[src/rtl/mem_pkg.sv]
// mem_pkg: shared types and constants for the fetch/data RAM arbiter.
package mem_pkg;
  typedef enum logic {IDLE, WAIT} arb_state_t;
  typedef enum logic [1:0] {OWN_NONE, OWN_IF, OWN_D} owner_t;
  localparam logic [3:0] BE_NONE = 4'b0000;
  localparam logic [3:0] BE_WORD = 4'b1111;
endpackage

[src/rtl/mem_arb_prio.sv]
// mem_arb_prio: data-first grant selector with a starvation counter that forces a fetch grant.
module mem_arb_prio #(
  parameter int STARVE_LIMIT = 4
) (
  input  logic clk,
  input  logic rst,
  input  logic if_req_i,
  input  logic d_req_i,
  input  logic idle_i,
  output logic if_gnt_o,
  output logic d_gnt_o
);
  localparam int SW = $clog2(STARVE_LIMIT + 1);
  localparam logic [SW-1:0] LIMIT = SW'(STARVE_LIMIT);
  logic [SW-1:0] starve_q, starve_d;
  always_comb begin
    if_gnt_o = idle_i && if_req_i && (!d_req_i || starve_q == LIMIT);
    d_gnt_o  = idle_i && d_req_i && !if_gnt_o;
    // a data win over a waiting fetch implies starve_q < LIMIT, so this saturates
    starve_d = if_gnt_o ? '0 : (d_gnt_o && if_req_i) ? starve_q + 1'b1 : starve_q;
  end
  always_ff @(posedge clk or posedge rst) begin
    if (rst) starve_q <= '0;
    else starve_q <= starve_d;
  end
endmodule

[src/rtl/mem_arbiter.sv]
// mem_arbiter: shares one synchronous-read, byte-writable RAM between fetch and load/store.
module mem_arbiter
  import mem_pkg::*;
#(
  parameter int ADDR_W       = 12,
  parameter int RAM_LATENCY  = 1,
  parameter int STARVE_LIMIT = 4
) (
  input  logic              clk,
  input  logic              rst,
  input  logic              if_req_i,
  input  logic [31:0]       if_addr_i,
  output logic              if_gnt_o,
  output logic              if_rvalid_o,
  output logic [31:0]       if_rdata_o,
  input  logic              d_req_i,
  input  logic [31:0]       d_addr_i,
  input  logic [3:0]        d_be_i,
  input  logic [31:0]       d_wdata_i,
  output logic              d_gnt_o,
  output logic              d_rvalid_o,
  output logic [31:0]       d_rdata_o,
  output logic              ram_en_o,
  output logic [3:0]        ram_we_o,
  output logic [ADDR_W-1:0] ram_addr_o,
  output logic [31:0]       ram_wdata_o,
  input  logic [31:0]       ram_rdata_i
);
  localparam int CW = $clog2(RAM_LATENCY + 1);
  arb_state_t  state_q;
  owner_t      owner_q;
  logic [CW-1:0] cnt_q;
  logic        if_rvalid_q, d_rvalid_q;
  logic [31:0] if_rdata_q, d_rdata_q;
  logic        idle, rd_issue;
  logic        unused_addr;
  // gating with rst keeps every combinational output at 0 while reset is held
  assign idle = state_q == IDLE && !rst;
  assign unused_addr = ^{if_addr_i[31:ADDR_W+2], if_addr_i[1:0], d_addr_i[31:ADDR_W+2], d_addr_i[1:0]};
  mem_arb_prio #(.STARVE_LIMIT(STARVE_LIMIT)) u_prio (
    .clk      (clk),
    .rst      (rst),
    .if_req_i (if_req_i),
    .d_req_i  (d_req_i),
    .idle_i   (idle),
    .if_gnt_o (if_gnt_o),
    .d_gnt_o  (d_gnt_o)
  );
  always_comb begin
    ram_en_o    = if_gnt_o || d_gnt_o;
    ram_we_o    = d_gnt_o ? d_be_i : BE_NONE;
    ram_addr_o  = d_gnt_o ? d_addr_i[ADDR_W+1:2] : if_gnt_o ? if_addr_i[ADDR_W+1:2] : '0;
    ram_wdata_o = d_gnt_o ? d_wdata_i : '0;
    rd_issue    = if_gnt_o || (d_gnt_o && d_be_i == BE_NONE);
  end
  always_ff @(posedge clk or posedge rst) begin
    if (rst) begin
      state_q     <= IDLE;
      owner_q     <= OWN_NONE;
      cnt_q       <= '0;
      if_rvalid_q <= 1'b0;
      d_rvalid_q  <= 1'b0;
      if_rdata_q  <= '0;
      d_rdata_q   <= '0;
    end else begin
      if_rvalid_q <= 1'b0;
      d_rvalid_q  <= 1'b0;
      if (state_q == IDLE) begin
        if (rd_issue) begin
          state_q <= WAIT;
          owner_q <= if_gnt_o ? OWN_IF : OWN_D;
          cnt_q   <= CW'(RAM_LATENCY);
        end
      end else begin
        cnt_q <= cnt_q - 1'b1;
        // last wait cycle: ram_rdata is valid now, the pulse lands next cycle
        if (cnt_q == CW'(1)) begin
          state_q <= IDLE;
          owner_q <= OWN_NONE;
          if (owner_q == OWN_IF) begin
            if_rvalid_q <= 1'b1;
            if_rdata_q  <= ram_rdata_i;
          end
          if (owner_q == OWN_D) begin
            d_rvalid_q <= 1'b1;
            d_rdata_q  <= ram_rdata_i;
          end
        end
      end
    end
  end
  assign if_rvalid_o = if_rvalid_q;
  assign if_rdata_o  = if_rdata_q;
  assign d_rvalid_o  = d_rvalid_q;
  assign d_rdata_o   = d_rdata_q;
endmodule

[config.mk]
export PLATFORM = sky130hd
export DESIGN_NAME = mem_arbiter
export DESIGN_NICKNAME = d
export VERILOG_FILES = /design/src/rtl/mem_pkg.sv /design/src/rtl/mem_arb_prio.sv /design/src/rtl/mem_arbiter.sv
export SDC_FILE = /design/constraint.sdc
export NUM_CORES = 1
export LEC_CHECK = 0
export ABC_CLOCK_PERIOD_IN_PS = 3300
export CORE_MARGIN = 10
export CORE_UTILIZATION = 33
export DETAILED_ROUTE_END_ITERATION = 8
export PLACE_DENSITY = 0.77
export SLEW_MARGIN = 20
export SYNTH_ARGS = -nofsm -noshare
export SYNTH_HDL_FRONTEND = slang
export SYNTH_SLANG_ARGS = --single-unit
[constraint.sdc]
create_clock -name clk -period 3.3 [get_ports clk]
set_input_delay 0.66 -clock clk [delete_from_list [all_inputs] [get_ports clk]]
set_output_delay 0.66 -clock clk [all_outputs]
set_load 0.01 [all_outputs]
Yosys cells after proc, flatten, opt, wreduce, memory -nomap -nowiden
Index checks and enable logic that the tools add are counted.

Output and inout bits: 117. Register bits after elaboration: 73. Input port bits: 136.

Reduce and logical (&&, ||, !) cells: 19. Eq/ne operators: 4. Mux-type cells: 21. $add $sub $neg: 2. Bitwise logic cells: 1.

Operator list (count): $mux W32 (1); $mux W12 (2); $mux W1 (11); $mux W2 (4); $logic_and A1 B1 Y1 (7); $mux W3 (2); $reduce_and A3 Y1 (2); $logic_not A4 Y1 (1); $mux W4 (1); $reduce_bool A2 Y1 (2); $add A3 B1 Y3 const B (1); $eq A3 B3 Y1 const B (1); $logic_not A1 Y1 (3); $logic_or A1 B1 Y1 (3); $eq A2 B1 Y1 const B (1); $eq A2 B2 Y1 const B (1); $ne A2 B1 Y1 const B (1); $reduce_and A2 Y1 (1); $not A1 Y1 (1); $sub A1 B1 Y1 const B (1).

Logic depth before layout (Yosys ltp)
Depth after elaboration: 10. Gate-level depth with buffers: 6.

Hierarchy
A second synthesis with hierarchy kept.

Cells, all modules: 239. Area, all modules: 3414.5 um^2.

Modules (own cells, without submodules): mem_arbiter (times used 1, seq. area each 1751.7 um^2, area an instance 3218.1 um^2, cells an instance 217); mem_arb_prio (times used 1, seq. area each 75.1 um^2, area an instance 196.4 um^2, cells an instance 22).

Worst setup path before layout
OpenSTA, ideal clock, no wires.

Kind: input -> register. Start: input port rst. End: register cnt_q. Data arrival time: 2629 ps. Library setup time: 86 ps. Required time: 3214 ps. Buffers on the path: 0. Slack: 585 ps. Stages: 3. Cells stage by stage: inv_1 -> a311oi_1 -> a21boi_0.

Longest elaborated chain between the ends: 9.

Ends and longest elaborated chain: start, declared (line mem_arbiter.sv:10) `input logic rst,`; $logic_not A1 Y1 (no line) (*); $logic_and A1 B1 Y1 (*) (line mem_arbiter.sv:38) `assign idle = state_q == IDLE && !rst;`; $logic_and A1 B1 Y1 (2 in series) (line mem_arb_prio.sv:17) `if_gnt_o = idle_i && if_req_i && (!d_req_i || starve_q == LIMIT);`; $logic_not A1 Y1 (line mem_arb_prio.sv:18) `d_gnt_o = idle_i && d_req_i && !if_gnt_o;`; $logic_and A1 B1 Y1 (line mem_arb_prio.sv:18); $logic_and A1 B1 Y1 (line mem_arbiter.sv:54) `rd_issue = if_gnt_o || (d_gnt_o && d_be_i == BE_NONE);`; $logic_or A1 B1 Y1 (*) (line mem_arbiter.sv:54); $reduce_bool A2 Y1 (no line) (*); end signal, assigned (line mem_arbiter.sv:72) `cnt_q <= CW'(RAM_LATENCY);`; end signal, assigned (line mem_arbiter.sv:75) `cnt_q <= cnt_q - 1'b1;`; end, declared (line mem_arbiter.sv:32) `logic [CW-1:0] cnt_q;`.

Mark *: on every way between the ends. The rest lies on a longest branch, timed or not. A chain may end at the register's enable or synchronous reset.

Worst setup path after layout
Start: input port d_req_i. End: output port ram_wdata_o[0].

Longest elaborated chain between the ends: 6.

Ends and longest elaborated chain: start, declared (line mem_arbiter.sv:16) `input logic d_req_i,`; $logic_not A1 Y1 (line mem_arb_prio.sv:17); $logic_or A1 B1 Y1 (line mem_arb_prio.sv:17); $logic_and A1 B1 Y1 (line mem_arb_prio.sv:17); $logic_not A1 Y1 (line mem_arb_prio.sv:18); $logic_and A1 B1 Y1 (*) (line mem_arb_prio.sv:18); $mux W32 (*) (line mem_arbiter.sv:53) `ram_wdata_o = d_gnt_o ? d_wdata_i : '0;`; end, declared (line mem_arbiter.sv:26) `output logic [31:0] ram_wdata_o,`.

Marks and branches as above.

==> flow_summary.yaml <==
status:
  run_status: "completed"
worst_setup_path:
  end_kind: "primary output"
  start_kind: "primary input"
  crit_start: "d_req_i"
  r2r_end: "if_rdata_o[30]$_DFFE_PP0P_"
  cp.arrival_ns: 2.62
  r2r-start: "state_q$_DFF_PP0_"
  worstRegToRegCells: 3
  crit_type: "primary input to primary output"
  timing.critical_path.to: "ram_wdata_o[0]"
  r2r_setup_slack_ns: 1.13
  crit_required_ns: 2.64
  cp_max_fo: 14
routing:
  highest_layer: "met4"
  via_count: 2727
  met1Wirelength_mm: 4.47
  firstDrtPassIters: 4
  vias_per_cell: 4.60
  drt-initial-drc-count: 73
  drtAntennaViolNets: 0
  routed_wl_mm: 11.9
  drcViolationCount: 0
  routedWlPerCell_um: 20.1
  dr_wl_met3_mm: 1.36
  wl_met2_mm: 5.85
cts:
  h-tree-depth: 3
  path_clk_slew_ns: 0.07
  cts-root-buf: "clkbuf_8"
  clockBufferDepth: 2
  cts_buffers: 9
  clk_latency_ns: 0.34
  cts_tree: "done"
  cts.sinks: 73
  ctsHoldBuffers: 0
run:
  cap_viol_max_count: 0
layout:
  layout-drive-gt1-share_pct: 22.4
  fillers: 789
  num_antenna_cells: 0
  final_util_pct: 61.9
  layout_commonest_cell: "clkdlybuf4s50_1"
  nets: 598
  layout_common_cells: "165 x clkdlybuf4s50_1, 73 x dfrtp_1, 64 x mux2_2, 45 x dlygate4sd2_1, 36 x and2_1"
  areaGrowthSynthToFinish_pct: 80.4
global_route:
  grt_first_pass_wirelength_mm: 17.9
  grt_max_degree: 52
  grt-ovfl-total: 0
  grt_pass1_vias: 3091
  antenna_found_initial: 0
  gr-usage-all-layers_pct: 16.1
timing:
  fmaxAchievable_mhz: 305
  timing.hold.ws_ns: 0.505
  finClkSkew_ns: 0.0145
  report.final.slew_viol_count: 0
  hold_viol_final: 0
  worstMarginPinSlew_ns: 0.967
  min_period_ns: 3.28
  setup-violations-final: 0
  relSlewSlack_pct: 35.2
  post-route-period-util_pct: 99.3
pwr:
  intPower_mw: 2.72
  switchingPower_mw: 1.14
  switching_share_pct: 29.6
  comb_power_share_pct: 44.6
  power_frac_clock_pct: 17.6
  vdd_drop_max_mv: 0.296
  leakage_nw: 2.63
  seqPwrFrac_pct: 37.8
  power_density_nw_per_um2: 669
placement:
  place_hpwl_mm: 9.58
  place_congestion: 0.826
  io_buffers: 212
synth:
  syn_area_um2: 3200
  avgSynthCellArea_um2: 13.8
  synth-seq-cells: 73
  syn_inst: 232
  synth.distinct_cells: 29
  yosysWarnings: 0
  ys_seq_area_share_pct: 57.0
  syn-num-nets: 370
floorplan:
  initial_core_util_pct: 34.3
  fp.dieH_um: 119
  placementRows: 35
  dieArea_um2: 14000
  die_x_um: 119
  ios: 253
  design.core.area_um2: 9330
hold_path:
  min_path_type: "register to register"
  min_from: "if_rdata_o[3]$_DFFE_PP0P_"
[layout make-up]
class / instances / area, um^2 / area share [%]
Clock buffer: 10 / 138 / 2.38
Inverter: 6 / 22.5 / 0.390
Sequential cell: 73 / 1830 / 31.6
Tap cell: 129 / 161 / 2.79
Timing Repair Buffer: 230 / 2300 / 39.8
Multi-Input combinational cell: 140 / 1270 / 22.1
Clock inverter: 5 / 56.3 / 0.974
[worst min path at each step]
| stage | endpoint | depth (start not counted) |
|---|---|---|
| final | if_rdata_o[3]$_DFFE_PP0P_ | 1 |
| after global routing | if_rdata_o[9]$_DFFE_PP0P_ | 1 |
| after CTS | d_rdata_o[21]$_DFFE_PP0P_ | 1 |
| after detailed placement | if_rdata_o[22]$_DFFE_PP0P_ | 1 |
| after global placement | if_rdata_o[23]$_DFFE_PP0P_ | 1 |
| after floorplan | owner_q[0]$_DFFE_PP0P_ | 1 |
[kinds of logic (layout without fill, tap and decap cells)]
family                   after synthesis  in the layout  synth area share, %
AO/OA/AOI/OAI                         25             25                 6.72
adder cells (fa/ha/maj)                2              2                0.781
buffers and inverters                 19            251                 3.16
flip-flops                            73             73                 57.0
multiplexers                          64             64                 22.5
AND/OR/NAND/NOR                       49             49                 9.81
[synthesized netlist by cell type]
master | count | share of area [%]
a31o_2 | 1 | 0.27
clkbuf_1 | 1 | 0.12
nor3b_1 | 1 | 0.23
nand2b_1 | 1 | 0.20
a311oi_1 | 1 | 0.27
or3b_4 | 2 | 0.70
buf_6 | 2 | 0.70
buf_2 | 8 | 1.3
o21ai_0 | 3 | 0.47
dfrtp_1 | 73 | 57
nand3_1 | 1 | 0.16
nand4b_1 | 2 | 0.55
a22o_1 | 14 | 3.8
clkbuf_2 | 1 | 0.16
a21boi_0 | 2 | 0.47
o221ai_1 | 1 | 0.27
nor2_1 | 1 | 0.12
inv_1 | 6 | 0.70
and2_1 | 36 | 7.0
nor2_2 | 1 | 0.20
nor2b_1 | 1 | 0.20
a21bo_2 | 1 | 0.31
nor4_1 | 1 | 0.20
buf_4 | 1 | 0.23
a21oi_1 | 1 | 0.16
nand2_1 | 2 | 0.23
mux2_2 | 64 | 22
a31oi_4 | 1 | 0.66
ha_1 | 2 | 0.78
[worst max-delay path: stages]
cell and delay (ns):
clkdlybuf4s50_1 0.48, or3b_4 0.41, a31oi_4 0.24, buf_12 0.17, and2_1 0.12, clkdlybuf4s50_1 0.53
[timing repair]
item | CTS | global route
gates resized for setup | 46 | 3
setup endpoints to repair | 42 | 3
gates cloned | 0 | 2
setup buffers | 0 | 3
pin swaps | 0 | 0
[layer usage]
| metal | vias to the layer above | GRT usage (%) |
|---|---|---|
| met5 | - | 0 |
| met4 | 0 | 5.04 |
| met3 | 18 | 8.85 |
| met2 | 124 | 26.6 |
| met1 | 1317 | 17.4 |
| li1 | 1268 | - |
[power groups by stage]
| stage | combinational [mW] | sequential [mW] | clock, mW |
|---|---|---|---|
| global placement | 1.72 | 1.46 | 0 |
| CTS | 1.74 | 1.47 | 0.705 |
| floorplan | 0.513 | 1.62 | 0 |
| finish | 1.73 | 1.46 | 0.680 |
| global route | 1.84 | 1.51 | 0.745 |
| detailed placement | 1.77 | 1.49 | 0 |
[registers in the layout (all words and copies together) (netlist names)]
register / count
d_rdata_o: 32
cnt_q: 1
u_prio.starve_q: 3
state_q: 1
if_rdata_o: 32
owner_q: 2
if_rvalid_o: 1
d_rvalid_o: 1
[stage by stage]
step	worst slack [ns]	setup TNS [ns]	area [um^2]	power (mW)	std cells
floorplan	0.585	0	3200	2.14	232
global placement	-0.0330	-0.340	5560	3.18	573
detailed placement	-0.0752	-1.63	5560	3.25	573
CTS	0.0000910	0	5700	3.92	588
global route	-0.00224	-0.00224	5780	4.10	593
finish	0.0229	0	5780	3.87	593
(Power assumes the default switching activity.)
